[src/rtl/register_file_param_if.sv]
// register_file_param_if: read/write port bundle between decode/write-back
// and the integer register file. A1/A2 come from rs1/rs2, A3/WD3/WE3 from
// the write-back stage, RD1/RD2/busy flow back to decode.
interface register_file_param_if #(
  parameter int XLEN  = 32,
  parameter int DEPTH = 32
) ();
  localparam int AW = $clog2(DEPTH);

  logic [AW-1:0]   A1;
  logic [AW-1:0]   A2;
  logic [AW-1:0]   A3;
  logic [XLEN-1:0] WD3;
  logic            WE3;
  logic [XLEN-1:0] RD1;
  logic [XLEN-1:0] RD2;
  logic            busy;

  modport master (
    output A1, A2, A3, WD3, WE3,
    input  RD1, RD2, busy
  );

  modport slave (
    input  A1, A2, A3, WD3, WE3,
    output RD1, RD2, busy
  );
endinterface

[src/rtl/register_file_param.sv]
// register_file_param: parameterised integer register file with two
// combinational read ports, one synchronous write port, optional hard-wired
// zero register, optional same-cycle write-to-read bypass and a post-reset
// clear sequencer that zeroes one register per cycle while raising busy.
module register_file_param #(
  parameter int XLEN           = 32,
  parameter int DEPTH          = 32,
  parameter bit ZERO_REG       = 1'b1,
  parameter bit BYPASS         = 1'b1,
  parameter bit CLEAR_ON_RESET = 1'b1
) (
  input logic                  CLK,
  input logic                  rst,
  register_file_param_if.slave bus
);
  localparam int            AW       = $clog2(DEPTH);
  localparam logic [AW-1:0] LAST_IDX = AW'(DEPTH - 1);

  typedef enum logic {
    RUN   = 1'b0,
    CLEAR = 1'b1
  } state_e;

  state_e          state_r;
  state_e          state_next_s;
  logic [AW-1:0]   ptr_r;
  logic [AW-1:0]   ptr_next_s;
  logic            busy_r;
  logic            busy_s;
  logic            wr_ok_s;
  logic            mem_we_s;
  logic [AW-1:0]   mem_addr_s;
  logic [XLEN-1:0] mem_wd_s;
  logic [XLEN-1:0] regs_r [DEPTH];
  logic [XLEN-1:0] rd1_s;
  logic [XLEN-1:0] rd2_s;

  // Without the clear feature busy never rises, whatever state_r holds.
  assign busy_s = (CLEAR_ON_RESET == 1'b1) ? busy_r : 1'b0;

  // A write qualifies when enabled, not sweeping and not aimed at the zero
  // register. rst is deliberately absent here: it gates only the storage
  // write, so rst never reaches RD1/RD2 combinationally.
  assign wr_ok_s = bus.WE3 && !busy_s &&
                   !((ZERO_REG == 1'b1) && (bus.A3 == '0));

  // Clear-sweep next state: advance the pointer and return to RUN after the last index.
  always_comb begin
    state_next_s = state_r;
    ptr_next_s   = ptr_r;
    case (state_r)
      RUN: begin
        state_next_s = RUN;
        ptr_next_s   = ptr_r;
      end
      CLEAR: begin
        ptr_next_s = ptr_r + AW'(1);
        if (ptr_r == LAST_IDX) begin
          state_next_s = RUN;
        end else begin
          state_next_s = CLEAR;
        end
      end
      default: begin
        state_next_s = (CLEAR_ON_RESET == 1'b1) ? CLEAR : RUN;
        ptr_next_s   = '0;
      end
    endcase
  end

  // Sequencer registers; reset (re)starts the sweep at register 0.
  always_ff @(posedge CLK) begin
    if (rst) begin
      state_r <= (CLEAR_ON_RESET == 1'b1) ? CLEAR : RUN;
      ptr_r   <= '0;
      busy_r  <= CLEAR_ON_RESET;
    end else begin
      state_r <= state_next_s;
      ptr_r   <= ptr_next_s;
      busy_r  <= (CLEAR_ON_RESET == 1'b1) && (state_next_s == CLEAR);
    end
  end

  // Storage write port: nothing in reset, sweep clear while busy, else qualified writes.
  always_comb begin
    mem_we_s   = 1'b0;
    mem_addr_s = bus.A3;
    mem_wd_s   = bus.WD3;
    if (rst) begin
      mem_we_s = 1'b0;
    end else if (busy_s) begin
      mem_we_s   = 1'b1;
      mem_addr_s = ptr_r;
      mem_wd_s   = '0;
    end else if (wr_ok_s) begin
      mem_we_s = 1'b1;
    end else begin
      mem_we_s = 1'b0;
    end
  end

  // Register array update.
  always_ff @(posedge CLK) begin
    if (mem_we_s) begin
      regs_r[mem_addr_s] <= mem_wd_s;
    end
  end

  // Read port 1: busy and zero register force 0, then bypass, then storage.
  always_comb begin
    rd1_s = '0;
    if (busy_s) begin
      rd1_s = '0;
    end else if ((ZERO_REG == 1'b1) && (bus.A1 == '0)) begin
      rd1_s = '0;
    end else if ((BYPASS == 1'b1) && wr_ok_s && (bus.A3 == bus.A1)) begin
      rd1_s = bus.WD3;
    end else begin
      rd1_s = regs_r[bus.A1];
    end
  end

  // Read port 2: same priority as port 1.
  always_comb begin
    rd2_s = '0;
    if (busy_s) begin
      rd2_s = '0;
    end else if ((ZERO_REG == 1'b1) && (bus.A2 == '0)) begin
      rd2_s = '0;
    end else if ((BYPASS == 1'b1) && wr_ok_s && (bus.A3 == bus.A2)) begin
      rd2_s = bus.WD3;
    end else begin
      rd2_s = regs_r[bus.A2];
    end
  end

  assign bus.RD1  = rd1_s;
  assign bus.RD2  = rd2_s;
  assign bus.busy = busy_s;
endmodule

[src/flat_wrapper.sv]
// flat-port wrapper written by rule: the top's interface ports become plain ports
module register_file_param_flat 
#(
  parameter int XLEN           = 32,
  parameter int DEPTH          = 32,
  parameter bit ZERO_REG       = 1'b1,
  parameter bit BYPASS         = 1'b1,
  parameter bit CLEAR_ON_RESET = 1'b1
)
  (CLK, rst, bus_A1, bus_A2, bus_A3, bus_WD3, bus_WE3, bus_RD1, bus_RD2, bus_busy);
  register_file_param_if #(.XLEN(XLEN), .DEPTH(DEPTH)) bus_i ();
  input logic CLK;
  input logic rst;
  input wire logic [$bits(bus_i.A1)-1:0] bus_A1;
  input wire logic [$bits(bus_i.A2)-1:0] bus_A2;
  input wire logic [$bits(bus_i.A3)-1:0] bus_A3;
  input wire logic [$bits(bus_i.WD3)-1:0] bus_WD3;
  input wire logic [$bits(bus_i.WE3)-1:0] bus_WE3;
  output wire logic [$bits(bus_i.RD1)-1:0] bus_RD1;
  output wire logic [$bits(bus_i.RD2)-1:0] bus_RD2;
  output wire logic [$bits(bus_i.busy)-1:0] bus_busy;
  assign bus_i.A1 = bus_A1;
  assign bus_i.A2 = bus_A2;
  assign bus_i.A3 = bus_A3;
  assign bus_i.WD3 = bus_WD3;
  assign bus_i.WE3 = bus_WE3;
  assign bus_RD1 = bus_i.RD1;
  assign bus_RD2 = bus_i.RD2;
  assign bus_busy = bus_i.busy;
  register_file_param #(.XLEN(XLEN), .DEPTH(DEPTH), .ZERO_REG(ZERO_REG), .BYPASS(BYPASS), .CLEAR_ON_RESET(CLEAR_ON_RESET)) u_core (.CLK(CLK), .rst(rst), .bus(bus_i));
endmodule
[config.mk]
export PLATFORM = sky130hd
export DESIGN_NAME = register_file_param_flat
export DESIGN_NICKNAME = d
export VERILOG_FILES = /design/src/rtl/register_file_param_if.sv /design/src/rtl/register_file_param.sv /design/src/flat_wrapper.sv
export SDC_FILE = /design/constraint.sdc
export NUM_CORES = 1
export LEC_CHECK = 0
export ABC_AREA = 0
export CORE_UTILIZATION = 66
export DETAILED_ROUTE_END_ITERATION = 8
export PLACE_DENSITY_LB_ADDON = 0.08
export SLEW_MARGIN = 15
export SYNTH_ARGS = -nofsm -noshare
export SYNTH_HDL_FRONTEND = slang
export SYNTH_SLANG_ARGS = --single-unit
[constraint.sdc]
create_clock -name CLK -period 7.6 [get_ports CLK]
set_input_delay 1.52 -clock CLK [delete_from_list [all_inputs] [get_ports CLK]]
set_output_delay 1.52 -clock CLK [all_outputs]
set_load 0.02 [all_outputs]
# Word level (Yosys, flattened, before mapping)
# Memory sizes are Yosys's and may differ from the RTL's.
# Index checks and enable logic that the tools add are counted.
classes:
  n_addsub: 1
  n_reduce_logical: 9
  mux: 18
  n_eq_ne: 3
  n_bitwise: 1
op_table:
  columns: ["operator", "n"]
  rows:
  - ["two-way mux 32 bit", 8]
  - ["logical NOT 5 bit", 3]
  - ["two-way mux 5 bit", 3]
  - ["equality test 5 bit", 2]
  - ["two-way mux 1 bit", 6]
  - ["adder 5 x 1 -> 5 bit (second input constant)", 1]
  - ["equality test 5 bit (second input constant)", 1]
  - ["logical AND 1 bit", 4]
  - ["logical NOT 1 bit", 2]
  - ["one-hot mux 1 bit (2 select lines)", 1]
  - ["NOT 1 bit", 1]
totals:
  n_memories: 1
  output_inout_bits: 65
  reg_bits: 6
  word_cells: 35
  ram_bits: 1024
mem_list:
  columns: ["name", "words", "width", "read_ports", "rd_ports_with_merged_regs", "wr", "line", "rtl"]
  rows:
  - ["u_core.regs_r", 32, 32, 2, 0, 1, "register_file_param.sv:34", "logic [XLEN-1:0] regs_r [DEPTH];"]

# Depth between registers and ports, before layout
# Gate-level depths: netlist of run 1.
logic_depth:
  depth_word: 8
  depth_mapped: 10
  mapped_depth_nobuf: 5

# Least setup slack after synthesis of run 1
# No wires, ideal clock.
synth_timing:
  path_kind: "input port to output port"
  from: "in bus_A3[0]"
  to: "out bus_RD2[25]"
  stages: 7
  n_path_buf: 2
  arrival_ps: 3548
  required_time_ps: 6080
  path_slack_ps: 2532
  path_cell_list: "buf_2 > or4_4 > o211a_4 > nand3_1 > clkbuf_1 > o311ai_0 > o32ai_1"
synth_via:
  elab_chain_cells: 7
  word_cells_on_any_way: 8
  cone_classes: "1 x eq/ne; 3 x mux; 4 x reduce/logical"
synth_rtl:
  columns: ["element", "line", "rtl"]
  rows:
  - ["from (decl)", "flat_wrapper.sv:16", "input wire logic [$bits(bus_i.A3)-1:0] bus_A3;"]
  - ["logical NOT 5 bit", "register_file_param.sv:45", "!((ZERO_REG == 1'b1) && (bus.A3 == '0));"]
  - ["logical NOT 1 bit", "register_file_param.sv:45", null]
  - ["logical AND 1 bit", "register_file_param.sv:44", "assign wr_ok_s = bus.WE3 && !busy_s &&"]
  - ["logical AND 1 bit *", "register_file_param.sv:130", "end else if ((BYPASS == 1'b1) && wr_ok_s && (bus.A3 == bus.A2)) begin"]
  - ["two-way mux 32 bit *", "register_file_param.sv:130", null]
  - ["two-way mux 32 bit *", "register_file_param.sv:128", "end else if ((ZERO_REG == 1'b1) && (bus.A2 == '0)) begin"]
  - ["two-way mux 32 bit *", "register_file_param.sv:126", "if (busy_s) begin"]
  - ["to (decl)", "flat_wrapper.sv:20", "output wire logic [$bits(bus_i.RD2)-1:0] bus_RD2;"]
# Mark *: on every way between the ends. The rest lies on a longest branch, timed or not.

# Worst setup path after layout of run 1
layout_timing:
  from: "in bus_A2[4]"
  to: "out bus_RD2[22]"
layout_via:
  elab_chain_cells: 5
  word_cells_on_any_way: 7
  cone_classes: "1 x eq/ne; 3 x mux; 2 x reduce/logical; 1 x memory"
layout_rtl:
  columns: ["element", "line", "rtl"]
  rows:
  - ["from (decl)", "flat_wrapper.sv:15", "input wire logic [$bits(bus_i.A2)-1:0] bus_A2;"]
  - ["parallel branches: the longest is 3 deep, another holds memory read (32 x 32 bit)", null, null]
  - ["two-way mux 32 bit *", "register_file_param.sv:128", null]
  - ["two-way mux 32 bit *", "register_file_param.sv:126", null]
# Mark *: on every way between the ends.

==> flow_summary_export.csv, run 1 <==
group,metric,value,unit
routing,drt_iter0_drc,5754,
synthesis,synth_most_common_cell,"edfxtp_1",
critical_path,ff2ff_path_depth,6,
sta,finalCriticalPeriod,6.72,ns
synthesis,ys_seq_area_share,62.6,%
routing,detail-route-antenna-nets,0,
critical_path,reg2reg_setup_slack,3.18,ns
clock_tree,post_cts_buffers,0,
sta,rsz0062_at_grt,"false",
synthesis,synth_top_area_cell,"edfxtp_1",
critical_path,crit_arrival,5.20,ns
sta,drv_slew,0,
critical_path,endpoint,"bus_RD2[22]",
global_routing,first_global_vias,31900,
critical_path,slowest_stage,"a311oi_1",
final_layout,fillCellCount,4161,
global_routing,grt_antenna_before_repair,6,
routing,detail_route.wl_per_cell,40.2,um
sta,fin_setup_tns,0,ns
synthesis,synthTopCellsByCount,"1,024 x edfxtp_1, 379 x mux4_2, 286 x mux2i_1, 120 x clkbuf_1, 111 x nand2_1",
routing,remaining_drc_errors,0,
clock_tree,cts_tree,"done",
critical_path,cpPeakStageDelay,0.65,ns
synthesis,yosysWarnings,0,
power,p_clk_share,40.6,%
final_layout,nets,2987,
final_layout,drive_gt1_share,25.6,%
synthesis,synth_top_area_share,62.4,%
power,total_power,12600,uW
place,io_buffers,114,
die,die_w,275,um
critical_path,reg2reg_from,"u_core.state_r$_SDFF_PP1_",
place,dpl.cell_count,3789,
clock_tree,path_clk_slew,0.06,ns
clock_tree,numCtsBuffers,103,
die,ios,115,
synthesis,synth_ff_type,"edfxtp_1",
sta,fin_crit_sh,88.5,%
power,power.switching,2940,uW
clock_tree,worstSkewPairLatency,0.67,ns
synthesis,netlist_area,49300,um^2
clock_tree,cts_resized,0,
die,die_h,275,um
clock_tree,clockBufferDepth,3,
power,p_leak,0.0182,uW
place,place_congestion,0.953,
sta,clock-skew-final,0.0193,ns
clock_tree,cts_root_buffer,"clkbuf_16",
sta,slew_headroom,16.8,%
synthesis,synthCells,2836,
critical_path,start_kind,"primary input",
synthesis,ys_types,63,
power,p_sw_share,23.4,%
global_routing,grt_max_degree,81,
critical_path,path_class,"primary input to output pin",
job,drv_cap,0,
critical_path,path_cells,"buf_2 -> clkinv_2 -> buf_4 -> a221oi_1 -> o21ai_0 -> a311oi_1 -> o221a_2 -> clkdlybuf4s50_1",
critical_path,path_max_fanout,12,
routing,avgViaCountPerCell,8.11,
power,vdd_drop_max,0.193,mV
die,rows,99,
power,power_frac_comb,9.0,%
critical_path,setup.worst_path.start,"bus_A2[4]",
clock_tree,cts_hold_buf,0,
place,hpwl,96400,um
final_layout,synthToLayoutAreaGrowth,12.3,%
sta,setup-violations-final,0,
die,initial_core_util,67.1,%
critical_path,r2r-end,"u_core.regs_r[23][23]$_DFFE_PP_",
sta,max_clock_freq,149,MHz
global_routing,grt_overflow,0,
final_layout,layout.cells.non_filler,3982,
synthesis,synth_nets,2888,
global_routing,grt_pass1_wl,225000,um
die,coreArea,73500,um^2
synthesis,synth_enable_flop_cells,1024,
routing,num_vias,32300,
synthesis,syn_avg_cell_area,17.4,um^2
critical_path,crit_path_end_kind,"output pin",
clock_tree,clock_sinks,1030,
synthesis,ys_seq_elements,1030,
clock_tree,htreeDepth,3,
die,fp.dieArea,75800,um^2
sta,hold_viol,0,
routing,first_pass_iters,8,
power,p_seq_share,50.4,%
synthesis,synth.area.top_cells,"edfxtp_1 62%, mux4_2 17%, mux2i_1 5.8%, a221oi_1 1.4%, clkbuf_1 0.91%",
sta,tightest_slew,1.24,ns
critical_path,critPathRequiredTime,6.08,ns
synthesis,async_flop_share,0,%
routing,routed_wl,160000,um
min_path,hp-class,"register to register",
outcome,run_status,"complete, no violations",
power,power.internal,9620,uW
power,power_density,227,nW/um^2
global_routing,grt_use_total,42.9,%
worst min-delay path by stage:
stage                                  from                            to  slack [ns]  cells past startpoint
2_1_floorplan  u_core.ptr_r[3]$_SDFFE_PP0P_  u_core.ptr_r[3]$_SDFFE_PP0P_        0.52                      2
3_3_place_gp   u_core.ptr_r[4]$_SDFFE_PP0P_  u_core.ptr_r[4]$_SDFFE_PP0P_        0.55                      2
3_5_place_dp   u_core.ptr_r[4]$_SDFFE_PP0P_  u_core.ptr_r[4]$_SDFFE_PP0P_        0.58                      2
4_1_cts        u_core.ptr_r[4]$_SDFFE_PP0P_  u_core.ptr_r[4]$_SDFFE_PP0P_        0.59                      2
5_1_grt        u_core.ptr_r[4]$_SDFFE_PP0P_  u_core.ptr_r[4]$_SDFFE_PP0P_        0.63                      2
6_report       u_core.ptr_r[4]$_SDFFE_PP0P_  u_core.ptr_r[4]$_SDFFE_PP0P_        0.60                      2
stage by stage:
| stage | utilization [%] | setup slack [ns] | cell area (um^2) | hold WS (ns) |
|---|---|---|---|---|
| finish | 75.4 | 0.877 | 55400 | 0.598 |
| global route | 75.4 | 0.923 | 55400 | 0.633 |
| CTS | 75.4 | 1.07 | 55400 | 0.590 |
| detailed placement | 70.8 | 1.07 | 52000 | 0.580 |
| global placement | 70.8 | 1.11 | 52000 | 0.555 |
| floorplan | - | 2.53 | 49300 | 0.515 |
state kept, by name (all words and copies together), names as in the netlist:
name and count:
u_core.state_r 1, u_core.regs_r 1024, u_core.ptr_r 5
cell usage in the layout, fill, tap and decap left out, types with 10 or more instances in the layout:
cell and count:
clkinv_2 27, a211oi_1 11, nand3_1 50, nor3_1 23, a21oi_1 39, o21ai_1 11
a221o_1 18, bufinv_16 10, o221a_2 12, buf_12 25, and2_1 41, buf_4 95
a22oi_1 56, a31oi_1 13, nor4_1 11, mux4_2 379, o22ai_1 43, o221ai_1 38
xor2_1 12, o21ai_0 65, nor2_4 33, nand2_1 111, mux2_2 35, mux2i_1 286
a221oi_1 80, a21o_1 10, edfxtp_1 1024, clkdlybuf4s50_1 105, o2111ai_1 12, clkbuf_16 107
a311oi_1 18, clkinv_1 25, nor2_1 45
critical path, delay by kind of cell:
kind | cells | cell delay, ns
compound gates | 4 | 1.62
buf+inv | 4 | 2.04
metal layers:
layer,global-route usage (%),routed length (um),up-vias
met4,25.3,10900,8
met3,12.8,24000,633
li1,-,-,12300
met1,57.1,53300,16300
met5,0,71,-
met2,63.5,72000,3059
area by class of cell:
cell class | count | area (um^2) | share of cell area (%)
multi-input combinational | 1556 | 17500 | 31.7
timing repair buffer | 232 | 2340 | 4.22
antenna | 1 | 2.50 | 0.00452
clock inverter | 77 | 656 | 1.18
clock buffer | 115 | 2710 | 4.89
tap | 959 | 1200 | 2.17
inverter | 12 | 48.8 | 0.0881
sequential | 1030 | 30900 | 55.8
logic make-up after synthesis:
group	share of synthesized area [%]
fa+ha+maj	0.0507
mux	23.9
simple gates	3.42
flops	62.6
compound gates	7.31
buf+inv	2.45
xor+xnor	0.231
power groups by stage:
stage          logic [uW]  clock network (uW)  registers (uW)
2_1_floorplan         694                   0            6430
3_3_place_gp         1080                   0            6440
3_5_place_dp         1090                   0            6440
4_1_cts              1100                5090            6320
5_1_grt              1160                5310            6330
6_report             1130                5100            6320
No activity file was read; power rests on OpenSTA's default activity.
==> run 2: changes to the inputs <==
- CORE_UTILIZATION: 66 -> 40
- clock period: 7.6 -> 8.7 ns (I/O delays scaled with it)
==> flow_summary_export.csv, run 2 (synthesis gave the netlist of run 1 again) <==
group,metric,value,unit
outcome,run_status,"finished with violations",
outcome,failed_checks,"DRC",
die,coreArea,122000,um^2
routing,num_vias,31100,
clock_tree,worstSkewPairLatency,0.71,ns
routing,first_pass_iters,8,
final_layout,n_antenna_cell,0,
sta,hold_viol,0,
final_layout,synthToLayoutAreaGrowth,14.2,%
global_routing,grt_max_degree,85,
critical_path,crit_path_end_kind,"output pin",
final_layout,final_common_cell,"edfxtp_1",
power,power.internal,8580,uW
power,power_frac_comb,8.8,%
critical_path,path_max_fanout,45,
critical_path,path_class,"primary input to output pin",
global_routing,grt_use_total,29.1,%
global_routing,grt_overflow,0,
min_path,hp-class,"register to register",
clock_tree,cts_root_buffer,"clkbuf_16",
sta,drv_slew,0,
clock_tree,cts_hold_buf,0,
clock_tree,cts_tree,"done",
final_layout,fillCellCount,10500,
sta,rsz0062_at_grt,"false",
place,dp_worst_setup_slack,1.45,ns
sta,finalCriticalPeriod,7.37,ns
die,die_h,353,um
power,vdd_drop_max,0.153,mV
power,power.switching,2700,uW
routing,remaining_drc_errors,1,
routing,detail-route-antenna-nets,0,
global_routing,grt_pass1_wl,254000,um
final_layout,fin_area,56300,um^2
clock_tree,post_cts_buffers,0,
final_layout,final_cell_mix,"1,024 x edfxtp_1, 379 x mux4_2, 286 x mux2i_1",
routing,detail_route.wl_per_cell,39.2,um
die,rows,128,
critical_path,critPathRequiredTime,6.96,ns
power,p_sw_share,23.9,%
power,p_leak,0.0183,uW
die,die_w,353,um
sta,max_clock_freq,136,MHz
clock_tree,clock_sinks,1030,
critical_path,crit_arrival,5.63,ns
critical_path,start_kind,"primary input",
final_layout,nets,3000,
sta,setup-violations-final,0,
sta,clock-skew-final,0.0153,ns
sta,slew_headroom,15.8,%
final_layout,multiInputGateArea,17600,um^2
clock_tree,htreeDepth,3,
global_routing,grt_antenna_before_repair,3,
clock_tree,numCtsBuffers,113,
power,power_density,200,nW/um^2
clock_tree,cts_resized,0,
clock_tree,path_clk_slew,0.06,ns
sta,tightest_slew,1.26,ns
sta,fin_crit_sh,84.7,%
die,ios,115,
sta,whs,0.607,ns
final_layout,drive_gt1_share,25.5,%
routing,avgViaCountPerCell,6.67,
sta,fin_setup_tns,0,ns
routing,drt_iter0_drc,4086,
power,p_clk_share,42.2,%
job,drv_cap,0,
place,place_congestion,0.894,
power,p_seq_share,49.0,%
final_layout,regMostFlops,"u_core.regs_r",
place,placed_area,52700,um^2
sta,worst_slack,1.33,ns
final_layout,regArea,30900,um^2
final_layout,largest_reg_flops,1024,
clock_tree,clockBufferDepth,3,
die,initial_core_util,40.4,%
final_layout,top_regs,"u_core.regs_r (1024), u_core.ptr_r (5), u_core.state_r (1)",
place,io_buffers,114,
place,hpwl,108000,um
die,fp.dieArea,125000,um^2
routing,routed_wl,183000,um
global_routing,first_global_vias,31400,
[run 2: layout make-up]
| class | instances | share of cell area (%) |
|---|---|---|
| repair buffers | 235 | 3.92 |
| inverters | 12 | 0.0889 |
| flip-flops and latches | 1030 | 54.8 |
| clock buffers | 136 | 5.29 |
| multi-input cells | 1556 | 31.2 |
| well taps | 1625 | 3.61 |
| clock inverters | 74 | 1.09 |
[run 2: worst paths after layout]
| path | endpoint | slack, ns | depth (start not counted) | startpoint |
|---|---|---|---|---|
| hold reg to reg | u_core.ptr_r[4]$_SDFFE_PP0P_ | 0.61 | 2 | u_core.ptr_r[4]$_SDFFE_PP0P_ |
| setup reg to reg | u_core.regs_r[18][6]$_DFFE_PP_ | 4.70 | 7 | u_core.state_r$_SDFF_PP1_ |
| hold / removal | u_core.ptr_r[4]$_SDFFE_PP0P_ | 0.61 | 2 | u_core.ptr_r[4]$_SDFFE_PP0P_ |
| setup / recovery | bus_RD1[31] | 1.33 | 8 | bus_A1[4] |
[run 2: per-layer routing]
metal / up-vias / routed length (um) / track usage, %
li1: 12300 / - / -
met1: 16900 / 74600 / 39.7
met2: 1605 / 88500 / 47.9
met3: 286 / 13800 / 4.35
met4: 2 / 6060 / 9.73
met5: - / 14 / 0
[run 2: metrics by stage]
stage	utilization (%)	power (uW)	instances
3_3_place_gp	43.2	6600	4457
3_5_place_dp	43.2	6610	4458
5_1_grt	46.1	11500	4668
2_1_floorplan	-	6230	2836
6_report	46.1	11300	4668
4_1_cts	46.1	11300	4668
[run 2: worst max-delay path: stages]
cell and delay, ns:
buf_4 0.66, xor2_1 0.14, nor3_1 0.54, and3_2 0.82, buf_4 0.38, a22oi_1 0.12
o21ai_0 0.37, clkdlybuf4s50_1 0.78
[run 2: power by group through the flow]
| stage | Sequential (uW) | Clock, uW | Combinational, uW |
|---|---|---|---|
| floorplan | 5620 | 0 | 606 |
| global placement | 5620 | 0 | 976 |
| detailed placement | 5630 | 0 | 981 |
| CTS | 5520 | 4800 | 984 |
| global route | 5530 | 4970 | 1030 |
| finish | 5520 | 4760 | 992 |
